**config.mk**
```make
export PLATFORM = sky130hd
export DESIGN_NAME = ram_bank_param
export DESIGN_NICKNAME = d
export VERILOG_FILES = /design/src/rtl/ram_bank_param.sv
export SDC_FILE = /design/constraint.sdc
export NUM_CORES = 1
export LEC_CHECK = 0
export ABC_AREA = 1
export BUFFER_PORTS_ARGS = -buffer_cell sky130_fd_sc_hd__buf_2
export CAP_MARGIN = 20
export CORE_MARGIN = 2
export CORE_UTILIZATION = 50
export DETAILED_ROUTE_END_ITERATION = 12
export MAX_ROUTING_LAYER = met4
export PLACE_DENSITY = 0.69
export SYNTH_ARGS = -nofsm -noshare
export SYNTH_HDL_FRONTEND = slang
export SYNTH_SLANG_ARGS = --single-unit
```
**constraint.sdc**
```tcl
create_clock -name CLK -period 4.9 [get_ports CLK]
set_clock_uncertainty 0.15 [all_clocks]
set_input_delay 0.735 -clock CLK [delete_from_list [all_inputs] [get_ports CLK]]
set_output_delay 0.735 -clock CLK [all_outputs]
set_load 0.02 [all_outputs]
```
**src/rtl/ram_bank_param.sv**
```systemverilog
// Parametrised single-port synchronous RAM bank with a registered read port,
// a zero-fill sweep after every reset, and rejection of accesses made during that sweep.
module ram_bank_param #(
  parameter int DATA_W = 16,
  parameter int ADDR_W = 3
) (
  input  logic              CLK,
  input  logic              RST,
  input  logic              E,
  input  logic              W,
  input  logic              R,
  input  logic [ADDR_W-1:0] ADDR,
  input  logic [DATA_W-1:0] D,
  output logic [DATA_W-1:0] OUT,
  output logic              OUT_VALID,
  output logic              BUSY,
  output logic              REJ
);

  localparam int DEPTH = 2 ** ADDR_W;
  localparam logic [ADDR_W-1:0] LAST_PTR = ADDR_W'(DEPTH - 1);

  typedef enum logic {CLEAR, IDLE} state_t;

  state_t            state_q, state_d;
  logic [ADDR_W-1:0] ptr_q, ptr_d;
  logic [DATA_W-1:0] out_q, out_d;
  logic              vld_q, vld_d;
  logic              rej_q, rej_d;
  logic [DATA_W-1:0] mem_q [DEPTH];

  logic              we;
  logic [ADDR_W-1:0] waddr;
  logic [DATA_W-1:0] wdata;
  logic              access;

  assign access = E & (W | R);

  always_comb begin
    state_d = state_q;
    ptr_d   = ptr_q;
    out_d   = out_q;
    vld_d   = 1'b0;
    rej_d   = 1'b0;
    we      = 1'b0;
    waddr   = ADDR;
    wdata   = D;
    case (state_q)
      CLEAR: begin
        // The sweep owns the write port; user accesses only raise REJ.
        we    = 1'b1;
        waddr = ptr_q;
        wdata = '0;
        ptr_d = ptr_q + 1'b1;
        rej_d = access;
        if (ptr_q == LAST_PTR) begin
          state_d = IDLE;
        end
      end
      IDLE: begin
        we = E & W;
        // Reads sample the array before this edge's write lands: read-first.
        if (E && R) begin
          out_d = mem_q[ADDR];
          vld_d = 1'b1;
        end
      end
      default: state_d = CLEAR;
    endcase
  end

  always_ff @(posedge CLK) begin
    if (RST) begin
      state_q <= CLEAR;
      ptr_q   <= '0;
      out_q   <= '0;
      vld_q   <= 1'b0;
      rej_q   <= 1'b0;
    end else begin
      state_q <= state_d;
      ptr_q   <= ptr_d;
      out_q   <= out_d;
      vld_q   <= vld_d;
      rej_q   <= rej_d;
    end
  end

  always_ff @(posedge CLK) begin
    if (!RST && we) begin
      mem_q[waddr] <= wdata;
    end
  end

  assign OUT       = out_q;
  assign OUT_VALID = vld_q;
  assign BUSY      = (state_q == CLEAR);
  assign REJ       = rej_q;

endmodule

```
# Yosys cells after proc, flatten, opt, wreduce, memory -nomap -nowiden
# Memories as Yosys holds them, arrays and structs flattened. A register that Yosys moved wholly into a read port is not among the register bits.
# Index checks and enable logic that the tools add are counted.
# W data, S select, Z words.
# totals
ram_bits	128
memories	1
output_inout_bits	19
ff_bits	6
elab_cells	25
in_bits	24
# memory_table
memory	words	width	read_ports	rd_clocked_by_memory_dff	write_ports	line	rtl
mem_q	8	16	1	1	1	30	logic [DATA_W-1:0] mem_q [DEPTH];
# classes
addsub	1
n_reduce_logical	6
muxes	8
n_bitwise	4
eq_ne	1
# ops
cell	count
$mux W16	1
$mux W1	5
$reduce_or A2 Y1	2
$add A3 B1 Y3 const B	1
$eq A3 B3 Y1 const B	1
$mux W3	1
$and A1 B1 Y1	2
$logic_and A1 B1 Y1	2
$pmux W1 S2	1
$reduce_and A2 Y1	1
$logic_not A1 Y1	1
$not A1 Y1	1
$or A1 B1 Y1	1

# Logic depth before layout (Yosys ltp)
# Gate-level depths: netlist of run 1.
# depth
depth_word	5
depth_mapped	9
depth_no_buf	7

# Worst setup path before layout of run 1
# No wires, ideal clock.
# synth_path
path_type	input-to-reg
startpoint	in ADDR[0]
endpoint	mem mem_q[7][0], enable pin
t_required_ns	4.362
setup_slack_ns	2.349
setup_ns	0.388
arrival_time_ns	2.012
path_stages	6
path_buffers	2
path_cell_list	inv_2 buf_6 buf_2 a21oi_2 nand2_1 nor2_1
# synth_via
elab_chain_cells	1
# synth_rtl
element	line	rtl
from (decl)	12	input logic [ADDR_W-1:0] ADDR,
$mux W3	48	case (state_q)
to (decl)	30	
# No other way between the ends.

# Final worst setup path of run 1
# layout_path
startpoint	in ADDR[1]
endpoint	mem mem_q[4][2], enable pin
# The elaborated chain is that of the path after synthesis.

==> results of run 1 <==
-- metrics by stage --
stage | hold WS, ns | power, mW | std cells | setup WS (ns)
2_1_floorplan | 0.304 | 1.57 | 647 | 2.35
3_3_place_gp | 0.302 | 1.61 | 840 | 1.40
3_5_place_dp | 0.305 | 1.62 | 841 | 1.83
4_1_cts | 0.315 | 2.86 | 873 | 2.24
5_1_grt | 0.332 | 2.94 | 873 | 1.98
6_report | 0.316 | 2.85 | 873 | 2.20
-- area by class of cell --
cell class | count | area, um2
Multi-Input combinational cell | 344 | 1480
Clock inverter | 13 | 131
Tap cell | 172 | 215
Fill cell | 1051 | 5260
Inverter | 122 | 460
Clock buffer | 19 | 443
Sequential cell | 150 | 4280
Timing Repair Buffer | 53 | 297
-- worst min-delay path by stage --
stage                          start  cells past startpoint                     to
2_1_floorplan  ptr_q[2]$_SDFFE_PP0N_                      2  ptr_q[2]$_SDFFE_PP0N_
3_3_place_gp     OUT[5]$_SDFFE_PP0P_                      2    OUT[5]$_SDFFE_PP0P_
3_5_place_dp     OUT[5]$_SDFFE_PP0P_                      2    OUT[5]$_SDFFE_PP0P_
4_1_cts          OUT[5]$_SDFFE_PP0P_                      2    OUT[5]$_SDFFE_PP0P_
5_1_grt          OUT[2]$_SDFFE_PP0P_                      2    OUT[2]$_SDFFE_PP0P_
6_report         OUT[5]$_SDFFE_PP0P_                      2    OUT[5]$_SDFFE_PP0P_
-- cells by family after synthesis --
kind of cell    synth area share (%)
buf+inv                         10.1
fa+ha+maj                      0.390
flops                           66.8
simple gates                    20.7
compound gates                  1.93
-- synth_stat cells --
master / instances / area [um2]
a21oi_1: 20 / 100
buf_6: 4 / 45.0
nand3_1: 96 / 480
nand2_1: 211 / 792
inv_2: 4 / 15.0
ha_1: 2 / 25.0
inv_1: 117 / 439
a21oi_2: 1 / 8.76
nor2_1: 10 / 37.5
buf_2: 20 / 100
nor2_8: 1 / 20.0
dfxtp_1: 22 / 440
clkbuf_1: 3 / 11.3
o21ai_0: 2 / 10.0
buf_4: 4 / 30.0
o21ai_1: 1 / 5.00
inv_4: 1 / 6.26
edfxtp_1: 128 / 3840
-- power groups by stage --
stage	combinational, mW	clock (mW)	sequential (mW)
6_report	0.159	1.26	1.43
2_1_floorplan	0.112	0	1.46
5_1_grt	0.178	1.33	1.44
3_5_place_dp	0.156	0	1.46
4_1_cts	0.158	1.26	1.43
3_3_place_gp	0.153	0	1.46
-- registers in the layout, summed over array words and instances, names as in the netlist --
name	count
OUT	16
mem_q	128
state_q	1
OUT_VALID	1
REJ	1
ptr_q	3
-- worst reg2reg max path, cell delays in order (launching register included) --
cell and delay [ns]:
dfxtp_1 0.30, buf_4 0.23, inv_4 0.14, nand2_1 0.07
o21ai_0 0.16, nand2_1 0.19, nor2_1 0.45, buf_6 0.24
-- layer usage --
layer  vias up  GRT usage (%)  wire, um
met5         -              -         0
met4         0           9.10       362
met3        31           5.51      1150
met2       196           35.1      6620
met1      2069           29.1      6060
li1       2143              -         -
==> qor.yml, run 1 <==
sta:
  tightest_slew_ns: 0.702
  grt_setup_unrepaired: "false"
  hold_viol: 0
  period_minus_slack_ns: 2.70
  maxSlewHeadroom_pct: 53.2
  fin_crit_sh_pct: 55.2
  tns_ns: 0
  clock.fmax_mhz: 370
  slew_violations: 0
  setup_violations: 0
power:
  swShare_pct: 22.0
  p_seq_share_pct: 50.2
  p_int_mw: 2.22
  ir_drop_uv: 233
  power.switching_mw: 0.627
  pwr_density_cell_nw_per_um2: 390
  comb_power_share_pct: 5.6
  clockPowerShare_pct: 44.2
  cellLeakagePower_nw: 3.35
setup_path:
  crit_end: "mem_q[4][2]$_DFFE_PP_"
  crit_path_max_incr_delay_ns: 0.56
  crit_path_frequent_cell: "nand2_1"
  r2r_start: "state_q$_SDFF_PP0_"
  path_depth: 7
  reg2reg_depth: 7
  required_ns: 4.88
  critPathArrivalTime_ns: 2.68
  slowest_stage: "inv_2"
  crit_type: "primary input to flop"
  startpoint: "ADDR[1]"
  crit_buf_inv: 3
  cp_cell_sequence: "buf_2, inv_2, nand2_1, o21ai_0, nand2_1, nor2_1, buf_6"
  crit_fanout: 33
  r2r-end: "mem_q[4][2]$_DFFE_PP_"
  cp-end-kind: "flop"
  crit_family: "buffers and inverters"
  start_kind: "primary input"
  reg2reg_slack_ns: 2.65
yosys:
  ys_warn_count: 0
  ys_ff_latch: 150
  syn-num-nets: 673
  syn_inst: 647
  synth_area_per_cell_um2: 9.91
  ys_types: 18
  ys_seq_area_share_pct: 66.8
  syn_area_um2: 6410
flow_run:
  cap_violations: 0
placed_design:
  placed_cell_area_um2: 6740
  port_buffers: 42
  dp_hpwl_mm: 8.74
  gp_congestion: 0.866
cts:
  cts_max_path_buffers: 2
  cts_tree: "done"
  cts-root-buf: "clkbuf_16"
  cts_made_buffers: 17
  cts_resized: 0
  insertion_delay_ns: 0.42
  cts_setup_buffers: 0
  clk_pin_slew_ns: 0.06
  cts-htree-levels: 4
  ctsHoldBuffers: 0
  cts.sinks: 150
cells_and_area:
  final_nets: 714
  fin_area_um2: 7310
  fin_util_pct: 58.2
  layout-drive-gt1-share_pct: 12.8
  final_cell_mix: "nand2_1, edfxtp_1, inv_1, nand3_1, buf_2"
  area_growth_pct: 14.0
  antenna_cells: 0
  final_common_cell: "nand2_1"
route:
  drc: 0
  via_count: 4439
  totalWireLength_mm: 14.2
  dr.first_iter.drc_count: 514
  wl_per_cell_um: 16.3
  vias_per_cell: 5.08
  first_pass_iters: 7
  ant_nets: 0
die:
  num_rows: 41
  die_area_um2: 13700
  die_y_um: 117
  start_util_pct: 51.0
  core-area_um2: 12600
  io_pins: 43
  die_x_um: 117
global_route:
  first_global_vias: 4309
  grtUsageTotal_pct: 22.7
  grt_pass1_wl_mm: 21.9
  globalRouteOverflowTotal: 0
  antenna_found_initial: 0
  grt_max_degree: 65
hold_path:
  min_path_type: "flop to flop"
run_status:
  status: "finished, final reports clean"
Power figures use the tool's default switching activity.
==> run 2, diff against run 1 <==
--- a/config.mk
+++ b/config.mk
@@ -12,7 +12,7 @@
 export CORE_UTILIZATION = 50
 export DETAILED_ROUTE_END_ITERATION = 12
 export MAX_ROUTING_LAYER = met4
-export PLACE_DENSITY = 0.69
+export PLACE_DENSITY = 0.72
 export SYNTH_ARGS = -nofsm -noshare
 export SYNTH_HDL_FRONTEND = slang
 export SYNTH_SLANG_ARGS = --single-unit
==> constraint.sdc (replaced) <==
create_clock -name CLK -period 2.4 [get_ports CLK]
set_clock_uncertainty 0.15 [all_clocks]
set_input_delay 0.36 -clock CLK [delete_from_list [all_inputs] [get_ports CLK]]
set_output_delay 0.36 -clock CLK [all_outputs]
set_load 0.02 [all_outputs]
==> run 2 against run 1 <==
First-iteration DRC count shrank 16%; sequential power rose by 100%; combinational power up 120%; critical endpoint is now mem_q[7][1]$_DFFE_PP_.
==> qor.yml, run 2 (synthesized netlist as in run 1, its figures left out) <==
sta:
  grt_setup_unrepaired: "false"
  hold_viol: 0  # unchanged
  whs_ns: 0.0581  # -0.257 ns
  clock.fmax_mhz: 510
  tns_ns: 0  # unchanged
  slew_violations: 0  # unchanged
  setup_violations: 0  # unchanged
  period_minus_slack_ns: 1.96
  fin_crit_sh_pct: 81.6
  tightest_slew_ns: 0.475  # -0.227 ns
  maxSlewHeadroom_pct: 68.3  # +15 points
cts:
  cts_resized: 0  # unchanged
  cts.sinks: 150  # unchanged
  cts_made_buffers: 17  # unchanged
  cts-root-buf: "clkbuf_16"
  cts_tree: "done"
  clk_pin_slew_ns: 0.06  # about the same
  ctsHoldBuffers: 0  # unchanged
  cts_max_path_buffers: 2  # unchanged
  insertion_delay_ns: 0.42  # about the same
  cts_setup_buffers: 0  # unchanged
  cts-htree-levels: 4  # unchanged
placed_design:
  dp.cells: 848  # +0.83%
  dp_hpwl_mm: 9.38  # +7.4%
  port_buffers: 42  # unchanged
  gp_congestion: 0.851  # -1.7%
setup_path:
  start_kind: "flop"
  crit_type: "flop to flop"
  reg2reg_slack_ns: 0.44  # -2.21 ns
  reg2reg_depth: 6  # -1
  crit_end: "mem_q[7][1]$_DFFE_PP_"
  crit_fanout: 16  # -52%
  required_ns: 2.36  # -2.52 ns
  cp-end-kind: "flop"
  startpoint: "state_q$_SDFF_PP0_"
  r2r-end: "mem_q[7][1]$_DFFE_PP_"
  r2r_start: "state_q$_SDFF_PP0_"
  critPathArrivalTime_ns: 1.92  # -0.76 ns
cells_and_area:
  final_cell_mix: "nand2_1, edfxtp_1, inv_1, nand3_1, buf_2"
  multi_input_area_um2: 1480  # unchanged
  antenna_cells: 0  # unchanged
  final_common_cell: "nand2_1"
  largest_register_ffs: 128  # unchanged
  seq_area_um2: 4280  # unchanged
  top_register: "mem_q"
  final_nets: 721  # +0.98%
  area_growth_pct: 15.5
  fill_cells: 1037  # -1.3%
  layout-drive-gt1-share_pct: 13.3  # +0.44 points
  layout.cells.non_filler: 880  # +0.80%
die:
  die_area_um2: 13700  # unchanged
  start_util_pct: 51.0  # unchanged
  num_rows: 41  # unchanged
  io_pins: 43  # unchanged
  core-area_um2: 12600  # unchanged
  die_y_um: 117  # unchanged
  die_x_um: 117  # unchanged
power:
  clockPowerShare_pct: 44.9  # +0.7 points
  cellLeakagePower_nw: 3.41  # +1.9%
  p_seq_share_pct: 49.3  # -0.9 points
  p_int_mw: 4.69  # +110%
  pwr_density_cell_nw_per_um2: 801  # +110%
  ir_drop_uv: 491  # +110%
  power.switching_mw: 1.24  # +98%
  swShare_pct: 20.9  # -1.1 points
  comb_power_share_pct: 5.8  # +0.2 points
route:
  ant_nets: 0  # unchanged
  drc: 0  # unchanged
  totalWireLength_mm: 14.8  # +4.1%
  via_count: 4451  # +0.27%
  wl_per_cell_um: 16.8  # +3.3%
  dr.first_iter.drc_count: 430  # -16%
  vias_per_cell: 5.06  # -0.53%
  first_pass_iters: 7  # unchanged
global_route:
  globalRouteOverflowTotal: 0  # unchanged
  first_global_vias: 4207  # -2.4%
  grtUsageTotal_pct: 24.0  # +1.3 points
  antenna_found_initial: 0  # unchanged
  grt_max_degree: 65  # unchanged
  grt_pass1_wl_mm: 22.7  # +3.8%
flow_run:
  cap_violations: 0  # unchanged
run_status:
  status: "finished, final reports clean"
hold_path:
  min_path_type: "primary input to flop"
[run 2: metal layers]
layer / vias up / share of wire [%] / track usage (%)
met4: 0 / 1.3 / 8.63
met2: 200 / 46 / 34.1
met1: 2074 / 43 / 32.7
met5: - / 0 / -
met3: 22 / 9.5 / 7.57
li1: 2155 / - / -
[run 2: critical path, cell delays in order (launching register included)]
cell,delay [ns]
dfxtp_1,0.45
inv_4,0.17
nand2_1,0.08
o21ai_0,0.18
nand2_1,0.21
nor2_1,0.15
buf_4,0.26
[run 2: worst min-delay path by stage]
stage                                 end  depth (start not counted)  slack [ns]                  start
floorplan           ptr_q[2]$_SDFFE_PP0N_                          2        0.30  ptr_q[2]$_SDFFE_PP0N_
global placement      OUT[7]$_SDFFE_PP0P_                          2        0.30    OUT[7]$_SDFFE_PP0P_
detailed placement    OUT[7]$_SDFFE_PP0P_                          2        0.31    OUT[7]$_SDFFE_PP0P_
CTS                        REJ$_SDFF_PP0_                          3        0.05                      W
global route               REJ$_SDFF_PP0_                          3        0.07                      W
finish                     REJ$_SDFF_PP0_                          3        0.06                      W
[run 2: cell type report]
| type | count | area share, % |
|---|---|---|
| Clock buffer | 23 | 6.32 |
| Clock inverter | 9 | 1.71 |
| Inverter | 122 | 6.22 |
| Multi-Input combinational cell | 344 | 20.0 |
| Sequential cell | 150 | 57.9 |
| Tap cell | 172 | 2.91 |
| Timing Repair Buffer | 60 | 5.00 |
[run 2: power groups by stage]
stage               clock (mW)  sequential, mW  combinational (mW)
finish                    2.66            2.92               0.342
global route              2.80            2.93               0.382
CTS                       2.68            2.92               0.338
detailed placement           0            2.98               0.335
global placement             0            2.98               0.328
floorplan                    0            2.97               0.228
[run 2: through the flow]
step | setup slack [ns] | instance area [um2] | util (%) | power (mW)
floorplan | 0.224 | 6410 | - | 3.20
global placement | 0.339 | 6810 | 54.2 | 3.30
detailed placement | 0.304 | 6810 | 54.2 | 3.31
CTS | 0.478 | 7400 | 58.9 | 5.94
global route | 0.259 | 7400 | 58.9 | 6.11
finish | 0.441 | 7400 | 58.9 | 5.93
==> run 3, diff against run 2 <==
==> constraint.sdc (replaced) <==
create_clock -name CLK -period 1.79 [get_ports CLK]
set_clock_uncertainty 0.15 [all_clocks]
set_input_delay 0.2685 -clock CLK [delete_from_list [all_inputs] [get_ports CLK]]
set_output_delay 0.2685 -clock CLK [all_outputs]
set_load 0.02 [all_outputs]
==> run 3 against run 2 <==
Sequential cell count stayed put; first-iteration DRC count rose by 15%; sequential power rose by 34%; global-route usage fell by 0.87 points; non-clock buffer count is 17 higher; die area is the same; sequential share of layout area down 1.5 points; register-to-register slack lost 0.37 ns; critical path depth fell by 1; combinational power rose by 44%; clock power increased by 25%; cell count rose by 1.9%; critical endpoint is now mem_q[3][3]$_DFFE_PP_; largest power group unchanged.
==> qor.yml, run 3 (synthesized netlist as in run 1, its figures left out) <==
sta:
  slew_violations: 0  # unchanged
  fin_crit_sh_pct: 96.0  # +14 points
  maxSlewHeadroom_pct: 74.4  # +6.1 points
  setup_violations: 0  # unchanged
  setup_slack_ns: 0.0718  # -0.369 ns
  hold_viol: 0  # unchanged
  clock.fmax_mhz: 582  # +14%
  period_minus_slack_ns: 1.72  # -0.241 ns
  grt_setup_unrepaired: "false"
  tightest_slew_ns: 0.384  # -0.0902 ns
route:
  wl_per_cell_um: 15.9  # -5.1%
  ant_nets: 0  # unchanged
  via_count: 4536  # +1.9%
  totalWireLength_mm: 14.3  # -3.3%
  first_pass_iters: 5  # -2
  drc: 0  # unchanged
  dr.first_iter.drc_count: 494  # +15%
  vias_per_cell: 5.06  # about the same
cts:
  cts_made_buffers: 17  # unchanged
  cts-root-buf: "clkbuf_16"
  cts-htree-levels: 4  # unchanged
  clk_pin_slew_ns: 0.06  # about the same
  cts.sinks: 150  # unchanged
  cts_max_path_buffers: 2  # unchanged
  insertion_delay_ns: 0.43  # about the same
  cts_setup_buffers: 0  # unchanged
  cts_tree: "done"
die:
  core-area_um2: 12600  # unchanged
  die_area_um2: 13700  # unchanged
  start_util_pct: 51.0  # unchanged
  io_pins: 43  # unchanged
  num_rows: 41  # unchanged
  die_y_um: 117  # unchanged
  die_x_um: 117  # unchanged
hold_path:
  hold_depth: 5  # +2
  hp-start: "RST"
  min_path_type: "primary input to flop"
placed_design:
  dp_hpwl_mm: 9.37  # -0.18%
  gp_congestion: 0.875  # +2.7%
  post-place-ws_ns: -0.0114  # -0.315 ns
  dp.cells: 864  # +1.9%
  port_buffers: 42  # unchanged
cells_and_area:
  seq_area_um2: 4290  # about the same
  final_nets: 738  # +2.4%
  top_register: "mem_q"
  layout.cells.non_filler: 897  # +1.9%
  final_cell_mix: "nand2_1, edfxtp_1, inv_1, nand3_1, buf_2"
  antenna_cells: 0  # unchanged
  fill_cells: 999  # -3.7%
  area_growth_pct: 18.5
  final_common_cell: "nand2_1"
  largest_register_ffs: 128  # unchanged
  layout-drive-gt1-share_pct: 16.6  # +3.3 points
  multi_input_area_um2: 1500  # +1.7%
setup_path:
  cp-end-kind: "flop"
  critPathArrivalTime_ns: 1.70  # -0.22 ns
  r2r_start: "state_q$_SDFF_PP0_"
  startpoint: "state_q$_SDFF_PP0_"
  crit_type: "flop to flop"
  required_ns: 1.77  # -0.59 ns
  reg2reg_depth: 5  # -1
  start_kind: "flop"
  crit_fanout: 11  # -5
run_status:
  status: "finished, final reports clean"
global_route:
  antenna_found_initial: 0  # unchanged
  grt_pass1_wl_mm: 22.1  # -2.8%
  globalRouteOverflowTotal: 0  # unchanged
  first_global_vias: 4258  # +1.2%
  grtUsageTotal_pct: 23.1  # -0.87 points
  grt_max_degree: 47  # -28%
power:
  ir_drop_uv: 628  # +28%
  cellLeakagePower_nw: 3.49  # +2.2%
  totalPowerFinal_mw: 7.74  # +30%
  pwr_density_cell_nw_per_um2: 1020  # +27%
flow_run:
  cap_violations: 0  # unchanged
run 3: report_power, final:
part | internal, mW | switching [mW]
Clock | 2.01 | 1.32
Combinational | 0.170 | 0.321
Sequential | 3.89 | 0.0347
run 3: timing repair:
| action | CTS | global route |
|---|---|---|
| hold buffers | 1 | 0 |
| endpoints found under the setup margin | 16 | 98 |
| resized for setup | 1 | 2 |
| endpoints found under the hold margin | 1 | 0 |
run 3: final cells by class:
type,count,area share [%]
clock buffer,23,6.29
timing repair buffer,77,7.58
sequential,150,56.4
clock inverter,9,1.02
inverter,122,6.06
tap,172,2.83
multi-input combinational,344,19.8
run 3: path summary, 6_finish.rpt:
path | slack (ns) | end
setup / recovery | 0.07 | mem_q[3][3]$_DFFE_PP_
setup reg to reg | 0.07 | mem_q[3][3]$_DFFE_PP_
hold reg to reg | 0.31 | OUT[7]$_SDFFE_PP0P_
hold / removal | 0.08 | REJ$_SDFF_PP0_
run 3: critical path: stages (launching register included):
cell	delay, ns
dfxtp_2	0.35
buf_4	0.17
a21oi_2	0.14
nand2_1	0.17
nor2_2	0.26
buf_12	0.18
run 3: per-stage QoR:
| step | hold WS, ns | cell area [um2] | utilization [%] | setup TNS, ns |
|---|---|---|---|---|
| after global routing | 0.0933 | 7600 | 60.4 | 0 |
| after detailed placement | 0.304 | 7020 | 55.9 | -0.135 |
| final | 0.0762 | 7600 | 60.4 | 0 |
| after global placement | 0.301 | 7020 | 55.9 | -0.247 |
| after CTS | 0.0709 | 7590 | 60.4 | 0 |
| after floorplan | 0.268 | 6430 | - | -13.67 |
run 3: layer usage:
layer / track usage [%] / vias to the layer above / share of wire [%]
li1: - / 2195 / -
met1: 28.8 / 2136 / 41
met2: 37.0 / 173 / 50
met3: 5.20 / 32 / 6.6
met4: 9.10 / 0 / 2.1
met5: - / - / 0
